===== config.mk =====
export PLATFORM = sky130hd
export DESIGN_NAME = serial_add16_ctrl
export DESIGN_NICKNAME = d
export VERILOG_FILES = /design/src/rtl/serial_add16_ctrl.sv
export SDC_FILE = /design/constraint.sdc
export NUM_CORES = 1
export LEC_CHECK = 0
export ABC_CLOCK_PERIOD_IN_PS = 6900
export CAP_MARGIN = 20
export CORE_UTILIZATION = 50
export CTS_CLUSTER_SIZE = 8
export DETAILED_ROUTE_END_ITERATION = 12
export GPL_ROUTABILITY_DRIVEN = 1
export PLACE_DENSITY_LB_ADDON = 0.15
export SYNTH_ARGS = -nofsm -noshare
export SYNTH_HDL_FRONTEND = slang
export SYNTH_SLANG_ARGS = --single-unit
export TNS_END_PERCENT = 1

===== constraint.sdc =====
create_clock -name clk -period 6.9 [get_ports clk]
set_input_delay 1.38 -clock clk [delete_from_list [all_inputs] [get_ports clk]]
set_output_delay 1.38 -clock clk [all_outputs]
set_load 0.02 [all_outputs]

===== src/rtl/serial_add16_ctrl.sv =====
// serial_add16_ctrl: nibble-serial add/subtract through one 4-bit ripple adder, 3-state FSM

// fa4: 4-bit ripple-carry adder, also exposing the carry into bit 3 for overflow detection
module fa4 (
  input  logic [3:0] a_i,
  input  logic [3:0] b_i,
  input  logic       ci_i,
  output logic [3:0] s_o,
  output logic       co_o,
  output logic       c3_o
);
  logic [4:0] c;
  assign c[0] = ci_i;
  for (genvar i = 0; i < 4; i++) begin : g_bit
    assign s_o[i]   = a_i[i] ^ b_i[i] ^ c[i];
    assign c[i + 1] = (a_i[i] & b_i[i]) | (c[i] & (a_i[i] ^ b_i[i]));
  end
  assign co_o = c[4];
  assign c3_o = c[3];
endmodule

module serial_add16_ctrl #(
  parameter int NIBBLES = 4
) (
  input  logic                 clk,
  input  logic                 rst_n,
  input  logic                 start,
  input  logic                 sub,
  input  logic [4*NIBBLES-1:0] a,
  input  logic [4*NIBBLES-1:0] b,
  input  logic                 cin,
  output logic                 busy,
  output logic                 done,
  output logic [4*NIBBLES-1:0] sum,
  output logic                 cout,
  output logic                 ovf
);
  localparam int W  = 4 * NIBBLES;
  localparam int IW = NIBBLES > 1 ? $clog2(NIBBLES) : 1;
  localparam logic [1:0] IDLE = 2'd0;
  localparam logic [1:0] RUN  = 2'd1;
  localparam logic [1:0] DONE = 2'd2;

  logic          sync_q;
  logic [1:0]    state_q, state_d;
  logic [IW-1:0] idx_q, idx_d;
  logic [W-1:0]  a_q, a_d, b_q, b_d, res_q, res_d, sum_q, sum_d;
  logic          c_q, c_d, cout_q, cout_d, ovf_q, ovf_d;
  logic [3:0]    fs;
  logic          fco, fc3;
  logic [W-1:0]  res_n;
  logic          go, last;

  fa4 u_fa4 (
    .a_i (a_q[4*idx_q +: 4]),
    .b_i (b_q[4*idx_q +: 4]),
    .ci_i(c_q),
    .s_o (fs),
    .co_o(fco),
    .c3_o(fc3)
  );

  assign go   = start && (state_q != RUN);
  assign last = idx_q == IW'(NIBBLES - 1);
  assign busy = state_q == RUN;
  assign done = state_q == DONE;
  assign sum  = sum_q;
  assign cout = cout_q;
  assign ovf  = ovf_q;

  // reset release is retimed to clk so the FSM leaves reset one edge after deassertion
  always_ff @(posedge clk or negedge rst_n)
    if (!rst_n) sync_q <= 1'b0;
    else        sync_q <= 1'b1;

  // next-state: accept a new operation, step one slice per cycle, publish on the last slice
  always_comb begin
    state_d = state_q;
    idx_d   = idx_q;
    a_d     = a_q;
    b_d     = b_q;
    c_d     = c_q;
    res_d   = res_q;
    sum_d   = sum_q;
    cout_d  = cout_q;
    ovf_d   = ovf_q;
    res_n   = res_q;
    res_n[4*idx_q +: 4] = fs;
    if (go) begin
      state_d = RUN;
      idx_d   = '0;
      a_d     = a;
      b_d     = sub ? ~b : b;
      c_d     = sub | cin;
    end else if (state_q == RUN) begin
      res_d   = res_n;
      c_d     = fco;
      idx_d   = idx_q + IW'(1);
      state_d = last ? DONE : RUN;
      sum_d   = last ? res_n : sum_q;
      cout_d  = last ? fco : cout_q;
      ovf_d   = last ? (fc3 ^ fco) : ovf_q;
    end else if (state_q == DONE) begin
      state_d = IDLE;
    end
    if (!sync_q) begin
      state_d = IDLE;
      idx_d   = '0;
      a_d     = '0;
      b_d     = '0;
      c_d     = 1'b0;
      res_d   = '0;
      sum_d   = '0;
      cout_d  = 1'b0;
      ovf_d   = 1'b0;
    end
  end

  // state registers, cleared immediately by rst_n
  always_ff @(posedge clk or negedge rst_n)
    if (!rst_n) begin
      state_q <= IDLE;
      idx_q   <= '0;
      a_q     <= '0;
      b_q     <= '0;
      c_q     <= 1'b0;
      res_q   <= '0;
      sum_q   <= '0;
      cout_q  <= 1'b0;
      ovf_q   <= 1'b0;
    end else begin
      state_q <= state_d;
      idx_q   <= idx_d;
      a_q     <= a_d;
      b_q     <= b_d;
      c_q     <= c_d;
      res_q   <= res_d;
      sum_q   <= sum_d;
      cout_q  <= cout_d;
      ovf_q   <= ovf_d;
    end
endmodule


==> qor.json <==
{
  "area_delta_synth_final_pct": 23.1,
  "crit_path_max_incr_delay_ns": 0.89,
  "setup.worst_path.start_class": "flop",
  "place_worst_setup_slack_ns": 3.28,
  "yosys_register_bits": 72,
  "worst_ir_drop_vdd_v": 0.000126,
  "synthDominantAreaCellType": "sky130_fd_sc_hd__dfrtp_1",
  "layout.core_utilization_pct": 64.4,
  "r2r.worst_path.cells": 10,
  "finalWeightedCongestion": 0.753,
  "total_inserted_antenna_cells": 0,
  "hold_class": "flop to flop",
  "reg2reg_launch_point": "idx_q[0]",
  "post_route_cell_area_um2": 4450,
  "number_of_unique_standard_cell_types_used_by_synthesis": 39,
  "syn_area_um2": 3610,
  "num-nets-final": 416,
  "antenna_violating_nets_post_route": 0,
  "cts_resized": 0,
  "worst_pin_slew_ns": 1.10,
  "synthCells": 320,
  "hold_path_startpoint": "b_q[6]",
  "setup_tns_ns": 0,
  "drc_errors": 0,
  "path_max_fanout": 20,
  "worstSetupEndpointType": "flop",
  "insertion_delay_ns": 0.35,
  "setup_repair_after_global_routing_missed_its_margin": "false",
  "synth.avg_cell_area_um2": 11.3,
  "synth_edf_count": 0,
  "drive_gt1_share_pct": 8.33,
  "achievable-frequency_mhz": 277,
  "timing.critical_path.slowest_stage_cell": "sky130_fd_sc_hd__dfrtp_1",
  "dpl-instance-area_um2": 4210,
  "postSynth.asyncResetShare_pct": 100,
  "post_synthesis_sequential_area_ratio_pct": 49.8,
  "slew_headroom_pct": 27.0,
  "core_um2": 6910,
  "place.detailed.hpwl_um": 5070,
  "crit_arrival_ns": 3.88,
  "timing.setup.critical_path_class": "flop to flop",
  "worst-path-buf-inv": 3,
  "cts-root-to-sink-buffers": 2,
  "finalCriticalPeriod_ns": 3.61,
  "layout.filler_cells": 595,
  "dp_cells": 452,
  "finalHoldViolCount": 0,
  "die_area_um2": 7570,
  "worst_setup_hold_path_clk_slew_ns": 0.07,
  "critical-path-top-cell-by-count": "sky130_fd_sc_hd__fa_1",
  "first_global_vias": 2642,
  "ff2ff_setup_slack_ns": 3.29,
  "seqCellArea_um2": 1800,
  "timing_max_transition_violations_final": 0,
  "synth.net_count": 369,
  "starting_density_of_the_core_pct": 52.3,
  "synthFlopType": "sky130_fd_sc_hd__dfrtp_1",
  "power_per_cell_area_nw_per_um2": 222,
  "finalHoldWorstSlack_ns": 0.505,
  "initial_antenna_violation_count": 0,
  "chipWidth_um": 87.0,
  "worst_path_dominant_cell_family": "adder cells",
  "groute.usage.overall_pct": 23.0,
  "cts_root_buffer": "sky130_fd_sc_hd__clkbuf_8",
  "final_cell_count_no_fill": 468,
  "hold_fix_buffers_at_cts": 0,
  "netlist.area_leader.share_pct": 49.8,
  "htree_num_levels": 3,
  "first_iter_violations": 170,
  "power.total_mw": 0.988,
  "vias_per_cell": 5.62,
  "routed_wire_length_per_instance_um": 16.0,
  "cts_setup_buffers": 0,
  "setup_viol_count_final": 0,
  "io_pins": 57,
  "synth_warnings": 0,
  "maxCapViolations": 0,
  "drt_first_pass_iters": 4,
  "clock-sinks": 72,
  "route.final.wire_length_um": 7500,
  "grt_start_max_net_pins": 73,
  "grt_remaining_overflow": 0,
  "critical_path_cell_by_cell": "mux4_2, inv_1, fa_1, inv_1, fa_1, inv_1, fa_1, fa_1, or3_1, a31oi_1",
  "final.period_utilization_pct": 52.3,
  "route.vias.total": 2631,
  "worst_ep_required_time_ns": 7.17,
  "setup_ws_ns": 3.29,
  "outcome": "finished, final reports clean",
  "floorplan.die.height_um": 87.0,
  "crit-reg2reg-capture": "sum[3]",
  "multi_input_area_um2": 1650,
  "yosys-top-cells-area": "sky130_fd_sc_hd__dfrtp_1, sky130_fd_sc_hd__a22o_1, sky130_fd_sc_hd__mux4_2, sky130_fd_sc_hd__xor2_1, sky130_fd_sc_hd__a21oi_1",
  "first_pass_grt_wire_length_um": 13100,
  "cts_tree": "yes",
  "worst_hold_path.endpoint": "b_q[6]",
  "finalClockSkew_ns": 0.00567,
  "tritoncts.num_buffers": 9,
  "io_buf_count": 56,
  "power.static_leakage_nw": 1.88,
  "hold_depth": 1,
  "std_cell_rows": 30
}
logic make-up after synthesis:
logic type	Yosys count	synth area share, %
buffers and inverters	39	4.57
AND/OR/NAND/NOR	90	15.3
multiplexers	8	5.09
other	1	0.104
XOR/XNOR	18	4.36
flip-flops	72	49.8
AO/OA/AOI/OAI	80	15.8
adder cells (fa/ha/maj)	12	4.98
power breakdown:
group	internal, mW	total [mW]	leakage [nW]	switching (mW)
Combinational	0.0639	0.139	0.781	0.0749
Sequential	0.439	0.454	0.984	0.0151
Clock	0.239	0.395	0.116	0.156
how the worst max path moves through the flow:
stage / startpoint / end / cells past startpoint
detailed placement: idx_q[0] / sum[3] / 10
finish: idx_q[0] / sum[3] / 10
floorplan: idx_q[0] / sum[11] / 12
global route: idx_q[0] / sum[11] / 10
CTS: idx_q[0] / sum[3] / 10
global placement: idx_q[0] / sum[3] / 10
Yosys cell counts (3+ instances only):
cell / count
sky130_fd_sc_hd__a21oi_1: 22
sky130_fd_sc_hd__a22o_1: 32
sky130_fd_sc_hd__a22oi_1: 6
sky130_fd_sc_hd__a31oi_1: 8
sky130_fd_sc_hd__and4b_1: 8
sky130_fd_sc_hd__buf_2: 9
sky130_fd_sc_hd__clkbuf_1: 12
sky130_fd_sc_hd__dfrtp_1: 72
sky130_fd_sc_hd__fa_1: 4
sky130_fd_sc_hd__ha_1: 8
sky130_fd_sc_hd__inv_1: 15
sky130_fd_sc_hd__mux4_2: 7
sky130_fd_sc_hd__nand2_1: 23
sky130_fd_sc_hd__nand4b_1: 9
sky130_fd_sc_hd__nor2_1: 15
sky130_fd_sc_hd__nor2b_1: 3
sky130_fd_sc_hd__o22ai_1: 8
sky130_fd_sc_hd__or3_1: 16
sky130_fd_sc_hd__xor2_1: 17
registers in the layout, indices dropped and copies added (netlist names):
| register | count |
|---|---|
| sum | 16 |
| c_q | 1 |
| state_q | 2 |
| a_q | 16 |
| res_q | 16 |
| ovf | 1 |
| idx_q | 2 |
| b_q | 16 |
| cout | 1 |
| sync_q | 1 |
layer usage:
layer	vias to the layer above	share of wire, %	global-route usage (%)
met5	-	0	0
li1	1266	-	-
met4	0	1.5	8.64
met3	10	5.0	4.45
met1	1285	44	30.5
met2	70	50	37.6
cells in the final DEF, fill, tap and decap left out, drive strengths merged, types with 2 or more instances in the layout:
cell type / synthesis / final
nor2b: 4 / 4
a32oi: 2 / 2
a22o: 32 / 32
buf: 12 / 5
or3b: 2 / 2
a21oi: 22 / 22
nand4bb: 2 / 2
nand4b: 9 / 9
bufinv: 0 / 3
dfrtp: 72 / 72
and4bb: 2 / 2
fa: 4 / 4
and4b: 8 / 8
ha: 8 / 8
o22ai: 8 / 8
a31oi: 8 / 8
nor3: 2 / 2
nand2: 23 / 23
clkbuf: 12 / 10
mux4: 8 / 8
nor2: 15 / 15
clkinv: 0 / 2
or3: 16 / 16
xor2: 17 / 17
clkdlybuf4s50: 0 / 55
inv: 15 / 15
a22oi: 6 / 6
cell type report:
type | instances | area share, %
clock buffer | 10 | 2.87
clock inverter | 6 | 2.42
inverter | 15 | 1.27
multi-input combinational | 209 | 37.1
sequential | 72 | 40.5
tap | 96 | 2.70
timing repair buffer | 60 | 13.2
Power figures use the tool's default switching activity.
